<file path="src/rtl/ram_dual_pkg.sv">
// Shared constants and clear-FSM state type for the ram_dual memory.
package ram_dual_pkg;

    localparam int DATA_WIDTH_DEF = 8;
    localparam int ADDR_WIDTH_DEF = 6;

    typedef enum logic {
        CLEAR = 1'b0,
        IDLE  = 1'b1
    } clr_state_t;

endpackage

</file>
<file path="src/rtl/ram_dual_if.sv">
// Write/read bus of ram_dual; the memory sits on the slave modport.
interface ram_dual_if #(
    parameter int DATA_WIDTH = 8,
    parameter int ADDR_WIDTH = 6
) ();
    logic [DATA_WIDTH-1:0] data;
    logic [ADDR_WIDTH-1:0] write_addr;
    logic [ADDR_WIDTH-1:0] read_addr;
    logic                  we;
    logic [DATA_WIDTH-1:0] q;
    logic                  busy;

    modport master (
        output data, write_addr, read_addr, we,
        input  q, busy
    );

    modport slave (
        input  data, write_addr, read_addr, we,
        output q, busy
    );
endinterface

</file>
<file path="src/rtl/ram_dual_clear_ctrl.sv">
// Post-reset clear sequencer: walks every address once, writing zero.
//   state | meaning
//   CLEAR | zeroing mem[clr_cnt], busy high
//   IDLE  | clear done, user access allowed
module ram_dual_clear_ctrl
    import ram_dual_pkg::*;
#(
    parameter int ADDR_WIDTH = ADDR_WIDTH_DEF,
    parameter int DEPTH      = 2**ADDR_WIDTH
) (
    input  logic                  clock,
    input  logic                  reset,
    output logic                  busy,
    output logic [ADDR_WIDTH-1:0] clr_addr,
    output logic                  clr_we
);
    localparam logic [ADDR_WIDTH-1:0] LAST_ADDR = ADDR_WIDTH'(DEPTH - 1);

    clr_state_t            state, state_nxt;
    logic [ADDR_WIDTH-1:0] clr_cnt, clr_cnt_nxt;

    always_ff @(posedge clock) begin
        if (reset) begin
            state   <= CLEAR;
            clr_cnt <= '0;
        end else begin
            state   <= state_nxt;
            clr_cnt <= clr_cnt_nxt;
        end
    end

    always_comb begin
        state_nxt   = state;
        clr_cnt_nxt = clr_cnt;
        busy        = 1'b0;
        clr_we      = 1'b0;
        case (state)
            CLEAR: begin
                busy        = 1'b1;
                clr_we      = 1'b1;
                clr_cnt_nxt = clr_cnt + 1'b1;
                if (clr_cnt == LAST_ADDR) state_nxt = IDLE;
            end
            IDLE: ;
            default: state_nxt = CLEAR;
        endcase
    end

    assign clr_addr = clr_cnt;
endmodule

</file>
<file path="src/rtl/ram_dual.sv">
// Single-clock simple dual-port RAM with registered read and self-clear after reset.
// Define RAM_DUAL_BYPASS_EN for write-first same-address reads (default: old data).
module ram_dual
    import ram_dual_pkg::*;
#(
    parameter int DATA_WIDTH = DATA_WIDTH_DEF,
    parameter int ADDR_WIDTH = ADDR_WIDTH_DEF,
    parameter int DEPTH      = 2**ADDR_WIDTH
) (
    input  logic    clock,
    input  logic    reset,
    ram_dual_if.slave bus
);
    logic [DATA_WIDTH-1:0] mem [DEPTH];
    logic [DATA_WIDTH-1:0] q_r;
    logic                  busy;
    logic [ADDR_WIDTH-1:0] clr_addr;
    logic                  clr_we;

    ram_dual_clear_ctrl #(
        .ADDR_WIDTH (ADDR_WIDTH),
        .DEPTH      (DEPTH)
    ) u_clear_ctrl (
        .clock    (clock),
        .reset    (reset),
        .busy     (busy),
        .clr_addr (clr_addr),
        .clr_we   (clr_we)
    );

    // User writes are locked out while clearing and in the reset cycle itself.
    always_ff @(posedge clock) begin
        if (clr_we && !reset)
            mem[clr_addr] <= '0;
        else if (bus.we && !busy && !reset)
            mem[bus.write_addr] <= bus.data;
    end

    always_ff @(posedge clock) begin
        if (reset || busy)
            q_r <= '0;
`ifdef RAM_DUAL_BYPASS_EN
        else if (bus.we && (bus.read_addr == bus.write_addr))
            q_r <= bus.data;
`endif
        else
            q_r <= mem[bus.read_addr];
    end

    assign bus.q    = q_r;
    assign bus.busy = busy;
endmodule

</file>
<file path="src/flat_wrapper.sv">
// flat-port wrapper written by rule: the top's interface ports become plain ports
module ram_dual_flat import ram_dual_pkg::*;
#(
    parameter int DATA_WIDTH = DATA_WIDTH_DEF,
    parameter int ADDR_WIDTH = ADDR_WIDTH_DEF,
    parameter int DEPTH      = 2**ADDR_WIDTH
)
  (clock, reset, bus_data, bus_write_addr, bus_read_addr, bus_we, bus_q, bus_busy);
  ram_dual_if #(.DATA_WIDTH(DATA_WIDTH), .ADDR_WIDTH(ADDR_WIDTH)) bus_i ();
  input  logic clock;
  input  logic reset;
  input wire logic [$bits(bus_i.data)-1:0] bus_data;
  input wire logic [$bits(bus_i.write_addr)-1:0] bus_write_addr;
  input wire logic [$bits(bus_i.read_addr)-1:0] bus_read_addr;
  input wire logic [$bits(bus_i.we)-1:0] bus_we;
  output wire logic [$bits(bus_i.q)-1:0] bus_q;
  output wire logic [$bits(bus_i.busy)-1:0] bus_busy;
  assign bus_i.data = bus_data;
  assign bus_i.write_addr = bus_write_addr;
  assign bus_i.read_addr = bus_read_addr;
  assign bus_i.we = bus_we;
  assign bus_q = bus_i.q;
  assign bus_busy = bus_i.busy;
  ram_dual #(.DATA_WIDTH(DATA_WIDTH), .ADDR_WIDTH(ADDR_WIDTH), .DEPTH(DEPTH)) u_core (.clock(clock), .reset(reset), .bus(bus_i));
endmodule
</file>
<file path="config.mk">
export PLATFORM = sky130hd
export DESIGN_NAME = ram_dual_flat
export DESIGN_NICKNAME = d
export VERILOG_FILES = /design/src/rtl/ram_dual_pkg.sv /design/src/rtl/ram_dual_if.sv /design/src/rtl/ram_dual_clear_ctrl.sv /design/src/rtl/ram_dual.sv /design/src/flat_wrapper.sv
export SDC_FILE = /design/constraint.sdc
export NUM_CORES = 1
export LEC_CHECK = 0
export CAP_MARGIN = 20
export CORE_UTILIZATION = 40
export DETAILED_ROUTE_END_ITERATION = 10
export GPL_ROUTABILITY_DRIVEN = 0
export GPL_TIMING_DRIVEN = 1
export PLACE_DENSITY = 0.66
export SETUP_SLACK_MARGIN = 0.2
export SLEW_MARGIN = 20
export SYNTH_ARGS = -nofsm -noshare
export SYNTH_HDL_FRONTEND = slang
export SYNTH_SLANG_ARGS = --single-unit
</file>
<file path="constraint.sdc">
create_clock -name clock -period 3.42 [get_ports clock]
set_input_delay 0.684 -clock clock [delete_from_list [all_inputs] [get_ports clock]]
set_output_delay 0.684 -clock clock [all_outputs]
set_load 0.01 [all_outputs]
</file>
Word-level counts from Yosys, hierarchy flattened
Memory sizes are Yosys's and may differ from the RTL's. A register that Yosys moved wholly into a read port is not among the register bits.
Index checks and enable logic that the tools add are counted.
{ "classes": {"bitwise": 0, "n_lt_le_gt_ge": 0, "n_mul": 0, "n_mux": 11, "div": 0, "n_reduce_logical": 6, "addsub": 1, "shifts": 0, "eq_ne": 1} }
{ "op_table": {"columns": ["operator", "count"], "rows": [
  ["1-bit 2-to-1 mux", 9],
  ["8-bit 2-to-1 mux", 1],
  ["8-bit OR reduction", 1],
  ["6-bit by 1-bit adder with 6-bit output, second input constant", 1],
  ["6-bit == test, second input constant", 1],
  ["6-bit 2-to-1 mux", 1],
  ["1-bit logical AND", 3],
  ["1-bit zero test", 1],
  ["1-bit logical OR", 1]
]} }
{ "word_totals": {"latchBits": 0, "input_bits": 23, "mem_count": 1, "rom_bits": 0, "out_inout_bits": 9, "word_cells": 22, "ramBits": 512, "reg_bits": 7} }
{ "memory_table": {"columns": ["name", "depth", "word_bits", "rd", "rd_ports_with_merged_regs", "write_ports", "line_no", "source"], "rows": [
  ["u_core.mem", 64, 8, 1, 1, 1, "ram_dual.sv:14", "logic [DATA_WIDTH-1:0] mem [DEPTH];"]
]} }

Logic depth before layout (Yosys ltp)
Gate-level depths: netlist of run 1.
{ "logic_depth": {"depth_word": 7, "depth_mapped": 9, "mapped_depth_nobuf": 5} }

Modules after synthesis
Synthesis of run 1 repeated with hierarchy kept, for this count alone.
{ "hier_totals": {"cells_unflattened": 988, "area_unflattened_um2": 20718.6} }
{ "by_module_without_submodules": {"columns": ["module", "area_per_inst_um2", "seq_area_each_um2", "n_inst", "cells_each"], "rows": [
  ["ram_dual", 20415.8, 15534.9, 1, 958],
  ["ram_dual_clear_ctrl", 302.8, 140.1, 1, 30]
]} }

Worst setup path after synthesis of run 1
OpenSTA, ideal clock, no wires.
{ "synth_timing": {"kind": "input to register", "from": "input port reset", "to": "memory u_core.mem[0][0], data pin", "n_path_buf": 2, "path_slack_ps": 694, "required_ps": 3053, "path_stages": 4, "t_arrival_ps": 2358, "setup_time_ps": 367, "path_cell_list": "and3b_1 > clkbuf_1 > clkbuf_1 > and2_1"} }
{ "synth_via": {"elab_chain_cells": 7, "word_cells_on_any_way": 8, "classes_between": "4 x mux; 4 x reduce/logical"} }
{ "synth_rtl": {"columns": ["item", "line_no", "source"], "rows": [
  ["start: declaration", "flat_wrapper.sv:11", "input logic reset;"],
  ["1-bit zero test (*)", "ram_dual.sv:33, ram_dual.sv:35", null],
  ["1-bit logical AND", "ram_dual.sv:35", "else if (bus.we && !busy && !reset)"],
  ["1-bit 2-to-1 mux", "ram_dual.sv:35", null],
  ["1-bit 2-to-1 mux (*)", "ram_dual.sv:33", "if (clr_we && !reset)"],
  ["1-bit 2-to-1 mux (not written as such) (*)", "ram_dual.sv:36", "mem[bus.write_addr] <= bus.data;"],
  ["8-bit OR reduction (no source line) (*)", null, null],
  ["8-bit 2-to-1 mux (no source line) (*)", null, null],
  ["end: declaration", "ram_dual.sv:14", null]
]} }
Every way passes the cells marked *; elsewhere a longest branch is shown, timed or not.

Worst setup path in the final report of run 1
{ "layout_timing": {"from": "input port bus_we", "to": "memory u_core.mem[44][4], enable pin"} }
{ "layout_via": {"elab_chain_cells": 7, "word_cells_on_any_way": 8, "classes_between": "5 x mux; 3 x reduce/logical"} }
{ "layout_rtl": {"columns": ["item", "line_no", "source"], "rows": [
  ["start: declaration", "flat_wrapper.sv:15", "input wire logic [$bits(bus_i.we)-1:0] bus_we;"],
  ["1-bit logical AND (*) (2 in series)", "ram_dual.sv:35", null],
  ["1-bit 2-to-1 mux (*)", "ram_dual.sv:35", null],
  ["1-bit 2-to-1 mux (*)", "ram_dual.sv:33", null],
  ["1-bit 2-to-1 mux (not written as such) (*)", "ram_dual.sv:36", null],
  ["8-bit OR reduction (no source line)", null, null],
  ["6-bit 2-to-1 mux (no source line) or 1-bit 2-to-1 mux (tied branches)", null, null]
]} }
Marks and branches as above.

==> impl_metrics.tcl, run 1 <==
set metrics [dict create \
    fmax_mhz 375 \
    yosysWarnings 0 \
    cts_tree "built" \
    hpwl_mm 29.7 \
    worstRegToRegCells 7 \
    crit_top_cell "buf_4" \
    cts_root_buf "clkbuf_16" \
    synthTopCellsByArea "edfxtp_1, mux4_2, mux2i_1" \
    clock_latency_ps 590 \
    cts_sinks 527 \
    synth-edff-count 512 \
    ant_nets 0 \
    setup_viol_count_final 0 \
    setup.worst_path.end_class "flop" \
    r2r_end "u_core.mem[44][4]$_DFFE_PP_" \
    cts_setup_buffers 0 \
    syn_to_final_growth_pct 17.8 \
    htree_num_levels 2 \
    powerDensity_mw_per_mm2 534 \
    slowest_stage "clkdlybuf4s50_1" \
    first_iter_violations 1128 \
    yosysSeqAreaShare_pct 75.7 \
    regToRegStartpoint "u_core.u_clear_ctrl.state$_SDFF_PP0_" \
    cellInternalPower_mw 10.4 \
    grt_max_degree 65 \
    drc_errors 0 \
    hp-class "reg2reg" \
    power_frac_seq_pct 53.9 \
    fin_crit_sh_pct 77.9 \
    ys_ff_latch 527 \
    crit_required_ps 3720 \
    hold_viol 0 \
    final_nets 1201 \
    grt_pass1_wl_mm 70.5 \
    worstSetupPathType "in2reg" \
    critPathLaunchType "input port" \
    syn_avg_cell_area_sq_um 20.4 \
    rsz0062_at_grt "false" \
    worstMarginPinSlew_ps 675 \
    fin_tns_setup_ps 0 \
    fin_util_pct 48.2 \
    cts_made_buffers 52 \
    whs_ps 565 \
    clk_pin_slew_ps 60 \
    combPwrFrac_pct 3.2 \
    drv_cap 0 \
    vias 10481 \
    synth_area_sq_mm 0.0207 \
    drive_gt1_share_pct 27.7 \
    yosys.area.top_type "edfxtp_1" \
    dieArea_sq_mm 0.0527 \
    antenna_found_initial 0 \
    vias_per_cell 5.56 \
    irDropWorstVdd_v 0.000315 \
    pwr-share-clk_pct 43.0 \
    synthTopCellsByCount "edfxtp_1, mux4_2, nor2_1" \
    cts_hold_buf 0 \
    synth_most_common_cell "edfxtp_1" \
    ioPinCount 32 \
    synthCells 1013 \
    synth_cell_types 49 \
    swShare_pct 19.7 \
    period_minus_slack_ps 2660 \
    relSlewSlack_pct 55.0 \
    grt_usage_pct 18.3 \
    crit_start "bus_we" \
    synth_fp_nets 1037 \
    arrival_ps 2960 \
    die_h_microns 229 \
    synth_top_area_share_pct 74.3 \
    skew_ps 16.7 \
    leakage_nw 9.12 \
    synth_flop_cell "edfxtp_1" \
    endpoint "u_core.mem[44][4]$_DFFE_PP_" \
    status "finished, final reports clean" \
    wire_per_inst_microns 25.1 \
    cts_resized 0 \
    overflow 0 \
    start_util_pct 40.9 \
    critPathMaxFanout 12 \
    port_buffers 31 \
    routed_wl_mm 47.4 \
    die_x_microns 229 \
    cp_cell_sequence "clkdlybuf4s50_1, and3b_1, buf_4, nand3b_1, a221oi_1, nand2_1, nor2_1, buf_4" \
    coreArea_sq_mm 0.0506 \
    power.switching_mw 2.56 \
    r2r_slack_ps 770 \
    cpPeakStageDelay_ps 540 \
    clk_path_buf_depth 3 \
    drv_slew 0 \
    drt-pass1-iter-count 5 \
    grt_pass1_vias 10569 \
    rows 82 \
    n_antenna_cell 0 \
    synthArstFlopShare_pct 0 \
]
[routing by layer]
layer	track usage, %	wire length (microns)
met1	26.1	20000
met2	27.7	21900
met3	4.16	4190
met4	6.40	1320
met5	0	0
[final cells by class]
class | instances | area (sq um)
timing repair buffer | 159 | 1480
sequential | 527 | 15700
tap | 672 | 841
fill | 4061 | 26200
clock buffer | 61 | 1360
inverter | 3 | 11.3
multi-input combinational | 434 | 4720
clock inverter | 28 | 288
[per-stage QoR]
| stage | cell area (sq um) | instances | worst slack, ps | total power, mW |
|---|---|---|---|---|
| floorplan | 20700 | 1013 | 694 | 7.39 |
| global placement | 22700 | 1795 | 182 | 7.55 |
| detailed placement | 22700 | 1795 | 130 | 7.56 |
| CTS | 24400 | 1884 | 737 | 13.1 |
| global route | 24400 | 1884 | 583 | 13.4 |
| finish | 24400 | 1884 | 755 | 13.0 |
[cell usage in the layout (no fill, tap or decap), drive strengths merged, types with 2 or more instances in the layout]
cell type and n:
buf 130, a21o 3, mux2 9, a21oi 17
clkdlybuf4s50 28, mux4 123, nand2 33, a2111oi 3
nor2 73, nor3b 2, o21a 3, xnor2 2
a22o 3, nand2b 8, o31ai 2, a221oi 6
or3 7, clkbuf 62, inv 3, nand3b 10
o41ai 2, o22ai 20, dfxtp 15, mux2i 32
clkinv 21, bufinv 6, o21ai 13, a211oi 14
nand3 10, nor3 6, nor2b 12, and2 9
edfxtp 512, xor2 2
[critical path, delay by kind of cell]
kind / cells / cell delay [ps]
simple gates: 4 / 920
compound gates: 1 / 390
buf+inv: 3 / 970
[kinds of logic (layout without fill, tap and decap cells)]
kind of cell               count (synthesis)  count (layout)  synth area share, %
AOI/OAI and AO/OA                         92              92                 2.97
buffers and inverters                     52             251                 1.51
xor gates and xnor gates                   4               4                0.169
and+or+nand+nor                          173             173                 3.95
muxes                                    164             164                 15.6
DFF                                      527             527                 75.7
adders and majority gates                  1               1               0.0604
[power groups by stage]
stage               Sequential [mW]  Combinational [mW]  Clock [mW]
floorplan                      7.14               0.257           0
global placement               7.14               0.415           0
detailed placement             7.14               0.419           0
CTS                            7.00               0.420        5.67
global route                   7.00               0.438        5.91
finish                         7.00               0.414        5.59
[state kept, by name, indices dropped and copies added (netlist names)]
register	cells
u_core.u_clear_ctrl.state	1
u_core.u_clear_ctrl.clr_addr	6
u_core.mem	512
u_core.bus.q	8
[worst min path at each step]
stage                                                       startpoint                                            to  depth (start not counted)
after floorplan           u_core.u_clear_ctrl.clr_addr[4]$_SDFFE_PP0N_  u_core.u_clear_ctrl.clr_addr[4]$_SDFFE_PP0N_                          2
after global routing      u_core.u_clear_ctrl.clr_addr[4]$_SDFFE_PP0N_  u_core.u_clear_ctrl.clr_addr[4]$_SDFFE_PP0N_                          2
after global placement    u_core.u_clear_ctrl.clr_addr[4]$_SDFFE_PP0N_  u_core.u_clear_ctrl.clr_addr[4]$_SDFFE_PP0N_                          2
final                     u_core.u_clear_ctrl.clr_addr[4]$_SDFFE_PP0N_  u_core.u_clear_ctrl.clr_addr[4]$_SDFFE_PP0N_                          2
after CTS                 u_core.u_clear_ctrl.clr_addr[4]$_SDFFE_PP0N_  u_core.u_clear_ctrl.clr_addr[4]$_SDFFE_PP0N_                          2
after detailed placement  u_core.u_clear_ctrl.clr_addr[4]$_SDFFE_PP0N_  u_core.u_clear_ctrl.clr_addr[4]$_SDFFE_PP0N_                          2
Power figures use the tool's default switching activity.
==> run 2, diff against run 1 <==
--- a/config.mk
+++ b/config.mk
@@ -10,7 +10,7 @@
 export DETAILED_ROUTE_END_ITERATION = 10
 export GPL_ROUTABILITY_DRIVEN = 0
 export GPL_TIMING_DRIVEN = 1
-export PLACE_DENSITY = 0.66
+export PLACE_DENSITY = 0.68
 export SETUP_SLACK_MARGIN = 0.2
 export SLEW_MARGIN = 20
 export SYNTH_ARGS = -nofsm -noshare
==> constraint.sdc (replaced) <==
create_clock -name clock -period 2.2 [get_ports clock]
set_input_delay 0.44 -clock clock [delete_from_list [all_inputs] [get_ports clock]]
set_output_delay 0.44 -clock clock [all_outputs]
set_load 0.01 [all_outputs]
==> run 2 against run 1 <==
  * Clock skew fell by 1.8 ps
  * Combinational power rose by 93%
  * Sequential share of layout area fell by 4.6 points
  * Via count rose by 5.4%
  * Global-route usage rose by 0.67 points
  * Design area rose by 7.8%
  * First-iteration DRC count fell by 11%
  * Critical path type is now reg2reg
  * Highest routed layer unchanged
==> impl_metrics.tcl, run 2 (synthesis gave the netlist of run 1 again) <==
set metrics [dict create \
    coreArea_sq_mm 0.0506 \
    fin_crit_sh_pct 90.9 \
    grt_max_degree 41 \
    grt_pass1_vias 11328 \
    arrival_ps 2510 \
    layout_setup_ws_ps 201 \
    fillers 3870 \
    drt-pass1-iter-count 5 \
    htree_num_levels 2 \
    r2r_slack_ps 200 \
    r2r_end "u_core.bus.q[4]$_SDFF_PP0_" \
    cts_made_buffers 53 \
    syn_to_final_growth_pct 26.9 \
    vias_per_cell 5.54 \
    crit_start "u_core.u_clear_ctrl.state$_SDFF_PP0_" \
    antenna_found_initial 0 \
    cts_sinks 527 \
    first_iter_violations 1004 \
    mostFrequentLayoutCells "edfxtp_1, buf_4, mux4_2, buf_12, clkbuf_16" \
    port_buffers 31 \
    relSlewSlack_pct 58.0 \
    worstSetupPathType "reg2reg" \
    routed_wl_mm 49.2 \
    regToRegStartpoint "u_core.u_clear_ctrl.state$_SDFF_PP0_" \
    skew_ps 14.9 \
    drv_slew 0 \
    cts_root_buf "clkbuf_16" \
    final_nets 1304 \
    final_common_cell "edfxtp_1" \
    whs_ps 260 \
    cts_hold_buf 0 \
    hpwl_mm 32.9 \
    leakage_nw 9.91 \
    hp-class "in2reg" \
    grt_usage_pct 19.0 \
    largest_register_ffs 512 \
    endpoint "u_core.bus.q[4]$_SDFF_PP0_" \
    crit_required_ps 2710 \
    period_minus_slack_ps 2000 \
    power_mw 20.9 \
    hold_viol 0 \
    irDropWorstVdd_v 0.000620 \
    regArea_sq_mm 0.0157 \
    start_util_pct 40.9 \
    critPathMaxFanout 7 \
    regMostFlops "u_core.mem" \
    die_x_microns 229 \
    clk_pin_slew_ps 60 \
    ant_nets 0 \
    die_h_microns 229 \
    vias 11050 \
    powerDensity_mw_per_mm2 795 \
    clk_path_buf_depth 3 \
    wire_per_inst_microns 24.6 \
    overflow 0 \
    multi_input_area_sq_mm 0.00502 \
    dieArea_sq_mm 0.0527 \
    ioPinCount 32 \
    worstRegToRegCells 5 \
    grt_pass1_wl_mm 73.5 \
    status "finished, final reports clean" \
    drive_gt1_share_pct 38.4 \
    rows 82 \
    critPathLaunchType "flop" \
    drc_errors 0 \
    worstMarginPinSlew_ps 626 \
    drv_cap 0 \
    cts_tree "built" \
    clock_latency_ps 590 \
    dpl_worst_slack_ps -490 \
    setup.worst_path.end_class "flop" \
    fmax_mhz 500 \
    rsz0062_at_grt "true" \
    setup_viol_count_final 0 \
]
run 2: what timing repair did:
item / CTS / global route
buffers inserted: 4 / 1
gates resized for setup: 7 / 48
pin swaps: 1 / 10
endpoints found under the setup margin: 299 / 416
run 2: power breakdown:
part | internal, mW | switching [mW]
Clock | 5.46 | 3.73
Combinational | 0.389 | 0.409
Sequential | 10.9 | 0.0153
Total | 16.7 | 4.16
run 2: how the worst min path moves through the flow:
stage / start / endpoint / slack [ps] / depth (start not counted)
after floorplan: u_core.u_clear_ctrl.clr_addr[4]$_SDFFE_PP0N_ / u_core.u_clear_ctrl.clr_addr[4]$_SDFFE_PP0N_ / 500 / 2
after global placement: u_core.u_clear_ctrl.clr_addr[4]$_SDFFE_PP0N_ / u_core.u_clear_ctrl.clr_addr[4]$_SDFFE_PP0N_ / 540 / 2
after detailed placement: u_core.u_clear_ctrl.clr_addr[4]$_SDFFE_PP0N_ / u_core.u_clear_ctrl.clr_addr[4]$_SDFFE_PP0N_ / 550 / 2
after CTS: u_core.u_clear_ctrl.clr_addr[4]$_SDFFE_PP0N_ / u_core.u_clear_ctrl.clr_addr[4]$_SDFFE_PP0N_ / 560 / 2
after global routing: reset / u_core.u_clear_ctrl.clr_addr[4]$_SDFFE_PP0N_ / 260 / 3
final: reset / u_core.u_clear_ctrl.clr_addr[3]$_SDFFE_PP0N_ / 260 / 3
run 2: area by class of cell:
class / instances / share of cell area (%)
Sequential cell: 527 / 59.7
Multi-Input combinational cell: 434 / 19.1
Timing Repair Buffer: 261 / 11.2
Clock buffer: 59 / 5.13
Tap cell: 672 / 3.20
Clock inverter: 38 / 1.59
Inverter: 3 / 0.0429
Antenna cell: 1 / 0.00953
run 2: critical path, cell delays in order, from the launching register on:
cell and delay, ps:
dfxtp_2 350, inv_1 60, or3_1 500, buf_4 230
a211oi_1 510, a22o_1 290
run 2: per-stage QoR:
step                utilization [%]  cells  cell area, sq um  TNS (ps)
floorplan                         -   1013             20900         0
CTS                            51.5   1993             26100         0
finish                         51.9   1995             26300         0
global route                   51.9   1994             26300         0
detailed placement             47.9   1892             24200   -216460
global placement               47.9   1892             24200   -192190
run 2: layer usage:
| metal | up-vias | global-route usage, % | routed length (microns) |
|---|---|---|---|
| met5 | - | 0 | 0 |
| li1 | 4739 | - | - |
| met2 | 463 | 29.9 | 23300 |
| met1 | 5760 | 26.3 | 20700 |
| met4 | 0 | 6.46 | 1310 |
| met3 | 88 | 4.06 | 3890 |
==> run 3, diff against run 2 <==
==> constraint.sdc (replaced) <==
create_clock -name clock -period 2.2 [get_ports clock]
set_input_delay 0.44 -clock clock [delete_from_list [all_inputs] [get_ports clock]]
set_output_delay 0.44 -clock clock [all_outputs]
set_load 0.1 [all_outputs]
==> run 3 against run 2 <==
  * Cell count decreased by 0.40%
  * Sequential power about the same
  * Worst hold slack improved by 340 ps
  * Highest routed layer is now met5
==> impl_metrics.tcl, run 3 (synthesis gave the netlist of run 1 again) <==
set metrics [dict create \
    htree_num_levels 2 \
    ant_nets 0 \
    vias 10902 \
    syn_to_final_growth_pct 27.4 \
    mostFrequentLayoutCells "edfxtp_1, buf_4, mux4_2, buf_12, clkbuf_16" \
    n_antenna_cell 0 \
    regToRegStartpoint "u_core.mem[26][7]$_DFFE_PP_" \
    fin_tns_setup_ps 0 \
    fin_cells 1987 \
    final_nets 1298 \
    first_iter_violations 1128 \
    irDropWorstVdd_v 0.000577 \
    rows 82 \
    crit_top_cell "buf_12" \
    drive_gt1_share_pct 41.0 \
    worstMarginPinSlew_ps 541 \
    worstSetupPathType "in2reg" \
    drv_cap 0 \
    cp_num_buf_inv 4 \
    routed_wl_mm 47.9 \
    slowest_stage "clkdlybuf4s50_1" \
    status "finished, final reports clean" \
    largest_register_ffs 512 \
    powerDensity_mw_per_mm2 789 \
    grt_pass1_vias 11169 \
    cp_top_family "compound AO/OA/AOI/OAI gates" \
    drv_slew 0 \
    relSlewSlack_pct 63.7 \
    die_h_microns 229 \
    cpPeakStageDelay_ps 440 \
    fin_util_pct 52.1 \
    regMostFlops "u_core.mem" \
    final_common_cell "edfxtp_1" \
    skew_ps 24.8 \
    wire_per_inst_microns 24.1 \
    fin_crit_sh_pct 89.5 \
    fmax_mhz 508 \
    whs_ps 599 \
    cts_made_buffers 53 \
    clock_latency_ps 600 \
    grt_max_degree 34 \
    finish.instance_area_sq_mm 0.0264 \
    hold_viol 0 \
    rsz0062_at_grt "true" \
    critPathMaxFanout 12 \
    drc_errors 0 \
    power_mw 20.8 \
    coreArea_sq_mm 0.0506 \
    dieArea_sq_mm 0.0527 \
    port_buffers 31 \
    cp_cell_sequence "clkdlybuf4s50_1, buf_12, buf_12, a221oi_1, o21ai_1, a2111oi_4, buf_4, a21o_1" \
    hpwl_mm 32.6 \
    die_x_microns 229 \
    antenna_found_initial 1 \
    setup_viol_count_final 0 \
    dpl_worst_slack_ps -508 \
    cts_sinks 527 \
    arrival_ps 2490 \
    clk_path_buf_depth 3 \
    clk_pin_slew_ps 60 \
    crit_required_ps 2720 \
    worstRegToRegCells 6 \
    cts_hold_buf 0 \
    layout_setup_ws_ps 232 \
    holdPathEnd "u_core.u_clear_ctrl.clr_addr[4]$_SDFFE_PP0N_" \
    period_minus_slack_ps 1970 \
    worstHoldPathCells 2 \
    start_util_pct 40.9 \
    hp-class "reg2reg" \
    post-place-cells 1886 \
    ioPinCount 32 \
    hold_start "u_core.u_clear_ctrl.clr_addr[4]$_SDFFE_PP0N_" \
    grt_usage_pct 18.5 \
    r2r_end "u_core.bus.q[7]$_SDFF_PP0_" \
    grt_pass1_wl_mm 71.5 \
    overflow 0 \
    setup.worst_path.end_class "flop" \
    critPathLaunchType "input port" \
    vias_per_cell 5.49 \
    cts_root_buf "clkbuf_16" \
    drt-pass1-iter-count 5 \
    r2r_slack_ps 230 \
    placed_area_sq_mm 0.0241 \
    leakage_nw 9.85 \
    cts_tree "built" \
]
==> run 3: what timing repair did <==
action / in CTS / in global routing
pin swaps: 0 / 10
buffers inserted: 0 / 4
setup endpoints to repair: 521 / 493
cloned: 0 / 1
gates resized for setup: 21 / 86
==> run 3: cell type report <==
cell class	instances	area, sq um
Clock buffer	57	1340
Fill cell	3850	24200
Multi-Input combinational cell	434	5160
Clock inverter	39	430
Timing Repair Buffer	255	2890
Tap cell	672	841
Inverter	3	15.0
Sequential cell	527	15700
==> run 3: worst min-delay path: stages, from the launching register on <==
cell	delay, ps
dfxtp_1	370
o21ai_0	110
a21oi_1	70
==> run 3: worst max path at each step <==
stage	slack (ps)	from	end	depth (start not counted)
after floorplan	50	reset	u_core.mem[32][0]$_DFFE_PP_	6
after CTS	190	u_core.u_clear_ctrl.state$_SDFF_PP0_	u_core.bus.q[0]$_SDFF_PP0_	7
after detailed placement	-510	reset	u_core.mem[19][7]$_DFFE_PP_	9
after global placement	-480	reset	u_core.mem[19][5]$_DFFE_PP_	9
final	230	bus_read_addr[3]	u_core.bus.q[7]$_SDFF_PP0_	8
after global routing	160	u_core.u_clear_ctrl.state$_SDFF_PP0_	u_core.mem[1][4]$_DFFE_PP_	8
==> run 3: power by group <==
group	switching [mW]	leakage [nW]	internal (mW)	total, mW
Combinational	0.414	3.07	0.378	0.793
Clock	3.76	0.850	5.36	9.12
Sequential	0.0134	5.94	10.9	10.9
Total	4.18	9.85	16.6	20.8
==> run 3: layer usage <==
layer	GRT usage [%]	part of all wire, %	vias up
met4	6.35	2.7	2
met5	0	0.019	-
li1	-	-	4727
met2	29.2	47	421
met1	25.6	42	5662
met3	4.00	7.9	90
